**src/rtl/bus_pkg.sv**
```systemverilog
// Shared constants for the result-bus arbiter: source indices, FSM encoding, widths.
// DAT_W comes from define.v; a 32-bit fallback keeps the package self-contained.
`ifndef DAT_W
`define DAT_W 32
`endif

package bus_pkg;
    localparam int N_SRC = 6;
    localparam int DAT_W = `DAT_W;
    localparam int SRC_W = 3;

    localparam logic [SRC_W-1:0] SRC_IMM      = 3'd0;
    localparam logic [SRC_W-1:0] SRC_ALU1     = 3'd1;
    localparam logic [SRC_W-1:0] SRC_ALU2     = 3'd2;
    localparam logic [SRC_W-1:0] SRC_ALU2_CRY = 3'd3;
    localparam logic [SRC_W-1:0] SRC_LDST1    = 3'd4;
    localparam logic [SRC_W-1:0] SRC_GPRF     = 3'd5;

    localparam logic [0:0] ST_IDLE = 1'b0;
    localparam logic [0:0] ST_BUSY = 1'b1;

    // Round-robin pointer successor, wrapping after the last source.
    function automatic logic [SRC_W-1:0] ptr_next(input logic [SRC_W-1:0] idx);
        return (idx == SRC_GPRF) ? SRC_IMM : idx + 3'd1;
    endfunction
endpackage

```
**src/rtl/bus_arbiter_if.sv**
```systemverilog
// Result-bus handshake bundle: source-side requests/data and arbiter-side grant/bus.
// The BUS_COLLISION_CHK_EN macro adds the sticky collision-error signals.
interface bus_arbiter_if;
    import bus_pkg::*;

    logic [N_SRC-1:0]       req;
    logic [N_SRC-1:0]       lock;
    logic [N_SRC*DAT_W-1:0] src_dat;
    logic [N_SRC-1:0]       gnt;
    logic                   bus_vld;
    logic [SRC_W-1:0]       bus_src;
    logic [DAT_W-1:0]       bus_dat;
    logic                   hold_ovf;
`ifdef BUS_COLLISION_CHK_EN
    logic                   bus_err;
    logic [SRC_W-1:0]       bus_err_src;

    modport master (output req, lock, src_dat,
                    input  gnt, bus_vld, bus_src, bus_dat, hold_ovf, bus_err, bus_err_src);
    modport slave  (input  req, lock, src_dat,
                    output gnt, bus_vld, bus_src, bus_dat, hold_ovf, bus_err, bus_err_src);
`else
    modport master (output req, lock, src_dat,
                    input  gnt, bus_vld, bus_src, bus_dat, hold_ovf);
    modport slave  (input  req, lock, src_dat,
                    output gnt, bus_vld, bus_src, bus_dat, hold_ovf);
`endif
endinterface

```
**src/rtl/bus_arbiter_rr_pick.sv**
```systemverilog
// Combinational round-robin picker: first request at or after rr_ptr (mod N_SRC),
// ignoring sources set in excl.
module rr_pick
    import bus_pkg::*;
(
    input  logic [N_SRC-1:0] req,
    input  logic [SRC_W-1:0] rr_ptr,
    input  logic [N_SRC-1:0] excl,
    output logic [N_SRC-1:0] onehot,
    output logic [SRC_W-1:0] index,
    output logic             found
);
    logic [N_SRC-1:0] cand;

    assign cand = req & ~excl;

    always_comb begin
        logic [SRC_W:0]   sum;
        logic [SRC_W-1:0] pos;
        onehot = '0;
        index  = '0;
        found  = 1'b0;
        sum    = '0;
        pos    = '0;
        for (int k = 0; k < N_SRC; k++) begin
            sum = {1'b0, rr_ptr} + (SRC_W+1)'(k);
            if (sum >= (SRC_W+1)'(N_SRC))
                sum = sum - (SRC_W+1)'(N_SRC);
            pos = sum[SRC_W-1:0];
            if (!found && cand[pos]) begin
                found       = 1'b1;
                onehot[pos] = 1'b1;
                index       = pos;
            end
        end
    end
endmodule

```
**src/rtl/bus_arbiter.sv**
```systemverilog
// Round-robin arbiter for the wired-OR result bus with bounded locked transfers.
// Define BUS_COLLISION_CHK_EN to add the sticky zero-drive violation detector.
module bus_arbiter
    import bus_pkg::*;
#(
    parameter int MAX_HOLD = 8
) (
    input  logic          clk,
    input  logic          rst,
    bus_arbiter_if.slave  bus
);
    logic [0:0]       state;
    logic [SRC_W-1:0] rr_ptr;
    logic [7:0]       hold_cnt;
    logic [N_SRC-1:0] gnt_r;
    logic [SRC_W-1:0] src_r;
    logic             ovf_r;

    logic             g_lock, keep, force_rel;
    logic [N_SRC-1:0] excl, pick_oh;
    logic [SRC_W-1:0] pick_idx;
    logic             pick_found;

    assign g_lock    = (state == ST_BUSY) && bus.lock[src_r];
    assign keep      = g_lock && (hold_cnt < 8'(MAX_HOLD));
    assign force_rel = g_lock && !keep;
    // A force-released owner sits out one round so the waiting sources get the bus.
    assign excl      = force_rel ? gnt_r : '0;

    rr_pick u_pick (
        .req    (bus.req),
        .rr_ptr (rr_ptr),
        .excl   (excl),
        .onehot (pick_oh),
        .index  (pick_idx),
        .found  (pick_found)
    );

    always_ff @(posedge clk) begin
        if (rst) begin
            state    <= ST_IDLE;
            rr_ptr   <= '0;
            hold_cnt <= '0;
            gnt_r    <= '0;
            src_r    <= '0;
            ovf_r    <= 1'b0;
        end else begin
            ovf_r <= force_rel;
            if (keep) begin
                hold_cnt <= hold_cnt + 8'd1;
            end else if (pick_found) begin
                state    <= ST_BUSY;
                gnt_r    <= pick_oh;
                src_r    <= pick_idx;
                rr_ptr   <= ptr_next(pick_idx);
                hold_cnt <= 8'd1;
            end else begin
                state    <= ST_IDLE;
                gnt_r    <= '0;
                src_r    <= '0;
                hold_cnt <= '0;
            end
        end
    end

    assign bus.gnt      = gnt_r;
    assign bus.bus_vld  = |gnt_r;
    assign bus.bus_src  = src_r;
    assign bus.hold_ovf = ovf_r;

    // Unregistered AND-OR data path so the granted value reaches the bus in the grant cycle.
    always_comb begin
        bus.bus_dat = '0;
        for (int i = 0; i < N_SRC; i++)
            bus.bus_dat = bus.bus_dat | (bus.src_dat[i*DAT_W +: DAT_W] & {DAT_W{gnt_r[i]}});
    end

`ifdef BUS_COLLISION_CHK_EN
    logic             viol_any;
    logic [SRC_W-1:0] viol_idx;
    logic             err_r;
    logic [SRC_W-1:0] err_src_r;

    always_comb begin
        viol_any = 1'b0;
        viol_idx = '0;
        for (int i = 0; i < N_SRC; i++) begin
            if (!viol_any && !gnt_r[i] && !bus.req[i] && (bus.src_dat[i*DAT_W +: DAT_W] != '0)) begin
                viol_any = 1'b1;
                viol_idx = SRC_W'(i);
            end
        end
    end

    always_ff @(posedge clk) begin
        if (rst) begin
            err_r     <= 1'b0;
            err_src_r <= '0;
        end else if (!err_r && viol_any) begin
            err_r     <= 1'b1;
            err_src_r <= viol_idx;
        end
    end

    assign bus.bus_err     = err_r;
    assign bus.bus_err_src = err_src_r;
`endif
endmodule

```
**src/flat_wrapper.sv**
```systemverilog
// flat-port wrapper written by rule: the top's interface ports become plain ports
module bus_arbiter_flat import bus_pkg::*;
#(
    parameter int MAX_HOLD = 8
)
  (clk, rst, bus_req, bus_lock, bus_src_dat, bus_gnt, bus_bus_vld, bus_bus_src, bus_bus_dat, bus_hold_ovf);
  bus_arbiter_if bus_i ();
  input  logic clk;
  input  logic rst;
  input wire logic [$bits(bus_i.req)-1:0] bus_req;
  input wire logic [$bits(bus_i.lock)-1:0] bus_lock;
  input wire logic [$bits(bus_i.src_dat)-1:0] bus_src_dat;
  output wire logic [$bits(bus_i.gnt)-1:0] bus_gnt;
  output wire logic [$bits(bus_i.bus_vld)-1:0] bus_bus_vld;
  output wire logic [$bits(bus_i.bus_src)-1:0] bus_bus_src;
  output wire logic [$bits(bus_i.bus_dat)-1:0] bus_bus_dat;
  output wire logic [$bits(bus_i.hold_ovf)-1:0] bus_hold_ovf;
  assign bus_i.req = bus_req;
  assign bus_i.lock = bus_lock;
  assign bus_i.src_dat = bus_src_dat;
  assign bus_gnt = bus_i.gnt;
  assign bus_bus_vld = bus_i.bus_vld;
  assign bus_bus_src = bus_i.bus_src;
  assign bus_bus_dat = bus_i.bus_dat;
  assign bus_hold_ovf = bus_i.hold_ovf;
  bus_arbiter #(.MAX_HOLD(MAX_HOLD)) u_core (.clk(clk), .rst(rst), .bus(bus_i));
endmodule
```
**config.mk**
```make
export PLATFORM = sky130hd
export DESIGN_NAME = bus_arbiter_flat
export DESIGN_NICKNAME = d
export VERILOG_FILES = /design/src/rtl/bus_pkg.sv /design/src/rtl/bus_arbiter_if.sv /design/src/rtl/bus_arbiter_rr_pick.sv /design/src/rtl/bus_arbiter.sv /design/src/flat_wrapper.sv
export SDC_FILE = /design/constraint.sdc
export NUM_CORES = 1
export LEC_CHECK = 0
export CORE_ASPECT_RATIO = 1.2
export CORE_MARGIN = 5
export CORE_UTILIZATION = 36
export DETAILED_ROUTE_END_ITERATION = 7
export GPL_TIMING_DRIVEN = 0
export PLACE_DENSITY = 0.89
export SYNTH_ARGS = -nofsm -noshare
export SYNTH_HDL_FRONTEND = slang
export SYNTH_SLANG_ARGS = --single-unit
export TNS_END_PERCENT = 20
```
**constraint.sdc**
```tcl
create_clock -name clk -period 9.8 [get_ports clk]
set_clock_uncertainty 0.15 [all_clocks]
set_input_delay 0.98 -clock clk [delete_from_list [all_inputs] [get_ports clk]]
set_output_delay 0.98 -clock clk [all_outputs]
set_load 0.03 [all_outputs]
```
-- Word-level counts from Yosys, hierarchy flattened
Cells that the tools add are included.
- flip-flop bits (word level): 22
- bits in latches: 0
- bits in writable memories: 0
- memory bits (read-only): 0
- bits of input ports: 206
- output and inout port bits: 43
- word-level logic and storage cells: 138
- memories kept: 0
- $add $sub $neg: 13
- $mul: 0
- div/mod/pow operators: 0
- order comparisons: 20
- equal/unequal tests: 1
- shift-type cells: 0
- mux-type cells: 57
- bitwise gates (word level): 19
- reduce and logical (&&, ||, !) cells: 22
- operators with widths (operator ; count):
    $and A32 B32 Y32 ; 6
    $or A32 B32 Y32 ; 5
    $mux W6 ; 8
    $mux W3 ; 14
    $or A6 B6 Y6 ; 5
    $lt A3 B4 Y1 const B ; 7
    $bmux W1 S3 ; 7
    $mux W1 ; 21
    $ge A4 B3 Y1 const B ; 5
    $demux W1 S3 ; 6
    $ge A3 B1 Y1 const B ; 6
    $sub A3 B3 Y3 const B ; 6
    $logic_and A1 B1 Y1 ; 14
    $add A3 B2 Y4 const B ; 2
    $add A3 B3 Y4 const B ; 2
    $add A8 B1 Y8 const B ; 1
    $lt A8 B4 Y1 const B ; 1
    $mux W8 ; 1
    $and A6 B6 Y6 ; 1
    $logic_not A1 Y1 ; 6
    $not A6 Y6 ; 1
    $reduce_or A6 Y1 ; 1
    $add A3 B1 Y4 const B ; 1
    $add A3 B1 Y3 const B ; 1
    other kinds (4) ; 4

-- Logic depth before layout (Yosys ltp)
- depth after elaboration: 29
- mapped depth: 14
- mapped depth without buffers: 12

-- Cells and area by module
From an unflattened synthesis, not the netlist that was laid out.
- cells, all modules: 437
- area, all modules: 3306.9 um^2
- by module, submodules not included (module ; times used ; cells an instance ; area each (um^2) ; sequential area each (um^2)):
    bus_arbiter ; 1 ; 270 ; 1989.4 ; 440.4
    rr_pick ; 1 ; 167 ; 1317.5 ; 0.0

-- Least setup slack after synthesis
OpenSTA, ideal clock, no wires.
- path type: reg-to-reg
- start point: register u_core.rr_ptr[0]
- end point: register u_core.rr_ptr[1]
- arrival: 3176 ps
- slack: 6386 ps
- stages on the path, launching flop included: 15
- clock period less this slack: 3414 ps
- cell sequence: dfxtp_1 -> buf_4 -> inv_1 -> buf_2 -> ha_1 -> clkbuf_1 -> a21oi_1 -> or2_1 -> and2_1 -> a221oi_2 -> nand4b_2 -> nor2_4 -> a32o_1 -> or3b_1 -> a311oi_2
- longest elaborated chain between the ends: 22
- ends and longest elaborated chain (element ; RTL line ; RTL):
    start: declaration ; bus_arbiter.sv:13 ; logic [SRC_W-1:0] rr_ptr;
    start signal: assignment ; bus_arbiter.sv:55 ; rr_ptr <= ptr_next(pick_idx);
    parallel branches: the longest is 22 deep, another holds $add A3 B1 Y4 ; - ;
Several ways; the timed one is not identified. The select of a mux whose other input is x is not followed.
A chain may end at the register's enable or synchronous reset.

-- Worst setup path after layout
- start point: register u_core.rr_ptr[1]
- end point: register u_core.rr_ptr[1]
Same word-level chain as after synthesis.

==> flow_metrics.env <==
export IMPL_synth_commonest_cells="a22oi_1, nand3_1, clkbuf_1, dfxtp_1, nor2_1"
export IMPL_grt_usage=0.316
export IMPL_rows=36
export IMPL_fin_nets=861
export IMPL_die_area_um2=10200
export IMPL_rsz0062_at_grt="false"
export IMPL_antenna_found_initial=1
export IMPL_vias_per_cell=6.06
export IMPL_grt_ovfl_total=0
export IMPL_syn_area_um2=2980
export IMPL_ys_types=70
export IMPL_synth_ff_type="dfxtp_1"
export IMPL_fin_hold_ws_ns=0.349
export IMPL_status="finished, final reports clean"
export IMPL_fin_setup_tns_ns=0
export IMPL_irDropWorstVdd_mv=0.197
export IMPL_async_flop_share=0
export IMPL_end_kind="flop"
export IMPL_crit_type="reg2reg"
export IMPL_numCtsBuffers=3
export IMPL_critPathLaunchType="flop"
export IMPL_cts_sink_count=22
export IMPL_ant_nets=0
export IMPL_holdBufCountCts=0
export IMPL_grt_max_degree=14
export IMPL_grt_pass1_wl_um=24900
export IMPL_p_seq_frac=0.072
export IMPL_post_cts_buffers=0
export IMPL_slew_viol_final=0
export IMPL_yosys_area_share_simple=0.242
export IMPL_regArea_um2=440
export IMPL_maxSlewHeadroom=0.545
export IMPL_fill_cells=676
export IMPL_drc_errors=0
export IMPL_reg2reg_depth=13
export IMPL_post_route_util=0.697
export IMPL_cts_tree="yes"
export IMPL_seq_area_frac_synth=0.148
export IMPL_synth_xor_area_frac=0.0290
export IMPL_vias=4492
export IMPL_start_util=0.367
export IMPL_worst_slew_pin_slew_ns=0.683
export IMPL_synth_compound_area_share=0.448
export IMPL_die_x_um=93.0
export IMPL_p_per_area_nw_per_um2=314
export IMPL_synth_most_common_cell="a22oi_1"
export IMPL_grt_pass1_vias=4399
export IMPL_drive_gt1_frac=0.0464
export IMPL_power_share_switching=0.546
export IMPL_synth_top_family_by_area="compound AO/OA/AOI/OAI gates"
export IMPL_path_clk_slew_ns=0.07
export IMPL_io_pins=249
export IMPL_p_int_uw=806
export IMPL_synth_edf_count=0
export IMPL_routed_wl_um=17400
export IMPL_synth_avg_cell_area_um2=7.59
export IMPL_hpwl_um=14700
export IMPL_synth_cells=392
export IMPL_power_leakage_uw=0.00205
export IMPL_max_cap_viol_count=0
export IMPL_synth_top_area_frac=0.242
export IMPL_place_area_um2=5580
export IMPL_post_cts_resized=0
export IMPL_multi_input_area_um2=2380
export IMPL_timing_final_crit_share=0.422
export IMPL_ys_seq_elements=22
export IMPL_fmax_ghz=0.242
export IMPL_min_period_ns=4.13
export IMPL_hp_class="reg2reg"
export IMPL_cp_max_fo=10
export IMPL_core_um2=8110
export IMPL_synth_top_area_cell="a22oi_1"
export IMPL_synthMuxAreaShare=0.0412
export IMPL_critPathArrivalTime_ns=4.16
export IMPL_clockBufferDepth=2
export IMPL_routedWlPerCell_um=23.4
export IMPL_synth_fa_ha_area_frac=0.0336
export IMPL_yosysWarnings=0
export IMPL_crit_required_ns=9.83
export IMPL_reg2reg_to="u_core.rr_ptr[1]"
export IMPL_clkPwrFrac=0.046
export IMPL_gp_congestion=1.03
export IMPL_worstReg2RegStart="u_core.rr_ptr[1]"
export IMPL_io_buffers=247
export IMPL_clock_latency_ns=0.26
export IMPL_setup_viol=0
export IMPL_root_buffer="clkbuf_8"
export IMPL_htree_levels=1
export IMPL_syn_to_final_growth_pct=89.9
export IMPL_fp_dieH_um=110
export IMPL_startpoint="u_core.rr_ptr[1]"
export IMPL_num_antenna_cells=0
export IMPL_p_sw_uw=969
export IMPL_hold_viol=0
export IMPL_dp_cells=737
export IMPL_worst_hold_path_endpoint="u_core.hold_cnt[0]"
export IMPL_stdcell_count=741
export IMPL_synthTopCellsByArea="a22oi_1, dfxtp_1, nand3_1"
export IMPL_drt_iter0_drc=397
export IMPL_first_pass_iters=7
export IMPL_finish_instance_area_um2=5650
export IMPL_r2r_slack_ns=5.67
export IMPL_hold_start="u_core.hold_cnt[0]"
export IMPL_hold_path_depth=1
export IMPL_pwr_share_comb=0.882
==> final cells by class <==
| type | count | share of cell area |
|---|---|---|
| timing repair buffer | 247 | 0.438 |
| multi-input combinational | 332 | 0.421 |
| sequential | 22 | 0.0780 |
| buffer | 34 | 0.0252 |
| tap | 95 | 0.0210 |
| clock buffer | 3 | 0.00731 |
| clock inverter | 1 | 0.00532 |
| inverter | 7 | 0.00465 |
==> flip-flops by register name, indices dropped and copies added (netlist names) <==
| register | cells |
|---|---|
| u_core.rr_ptr | 3 |
| u_core.hold_cnt | 8 |
| u_core.bus.hold_ovf | 1 |
| u_core.state | 1 |
| u_core.bus.bus_src | 3 |
| u_core.bus.gnt | 6 |
==> logic make-up after synthesis <==
| family | after synthesis |
|---|---|
| xor gates and xnor gates | 9 |
| muxes | 12 |
| adders and majority gates | 8 |
| other | 1 |
| DFF | 22 |
| buffers and inverters | 41 |
| AOI/OAI and AO/OA | 173 |
| and+or+nand+nor | 126 |
==> critical path, cell delays in order (launching register included) <==
cell	delay (ns)
dfxtp_1	0.45
clkbuf_1	0.36
inv_1	0.17
ha_1	0.37
clkbuf_1	0.38
a21oi_1	0.11
or2_1	0.31
and2_1	0.19
a221oi_2	0.35
nand4b_2	0.24
nor2_4	0.06
a32o_1	0.28
or3b_1	0.40
a311oi_2	0.24
==> power groups by stage <==
stage | Clock, uW | Sequential (uW) | Combinational [uW]
finish | 82.5 | 127 | 1570
floorplan | 0 | 149 | 964
global route | 88.4 | 129 | 1660
global placement | 0 | 129 | 1520
detailed placement | 0 | 130 | 1540
CTS | 84.2 | 127 | 1540
==> metal layers <==
layer,part of all wire,wire length (um),GRT usage,vias up
met3,0.11,1920,0.0965,63
li1,-,-,-,2073
met2,0.48,8290,0.539,315
met4,0.047,811,0.130,2
met1,0.37,6340,0.367,2039
met5,0.00063,11,0,-
==> stage by stage <==
step | power, uW | setup WS (ns)
after floorplan | 1110 | 6.39
after global placement | 1650 | 5.50
after detailed placement | 1670 | 5.54
after CTS | 1760 | 5.70
after global routing | 1870 | 5.48
final | 1780 | 5.67
==> worst max path at each step <==
stage | endpoint | slack [ns] | cells after the start
global route | u_core.rr_ptr[1] | 5.48 | 13
finish | u_core.rr_ptr[1] | 5.67 | 13
floorplan | u_core.rr_ptr[1] | 6.39 | 14
CTS | u_core.rr_ptr[1] | 5.70 | 13
detailed placement | u_core.rr_ptr[1] | 5.54 | 11
global placement | u_core.rr_ptr[1] | 5.50 | 11
==> layout by cell type (no fill, tap or decap), drive strengths merged, types with 5 or more instances in the layout <==
master	instances
inv	7
nand2b	7
nor3	12
nor2	17
a22oi	97
dfxtp	22
ha	8
o21ai	10
buf	6
a211oi	9
a21oi	12
clkbuf	31
o21a	7
nand2	15
a31oi	6
nand3	36
xnor2	6
mux2i	10
clkdlybuf4s50	247
and2	7
or2	5
Note: power is estimated with default switching activity, not from simulation.
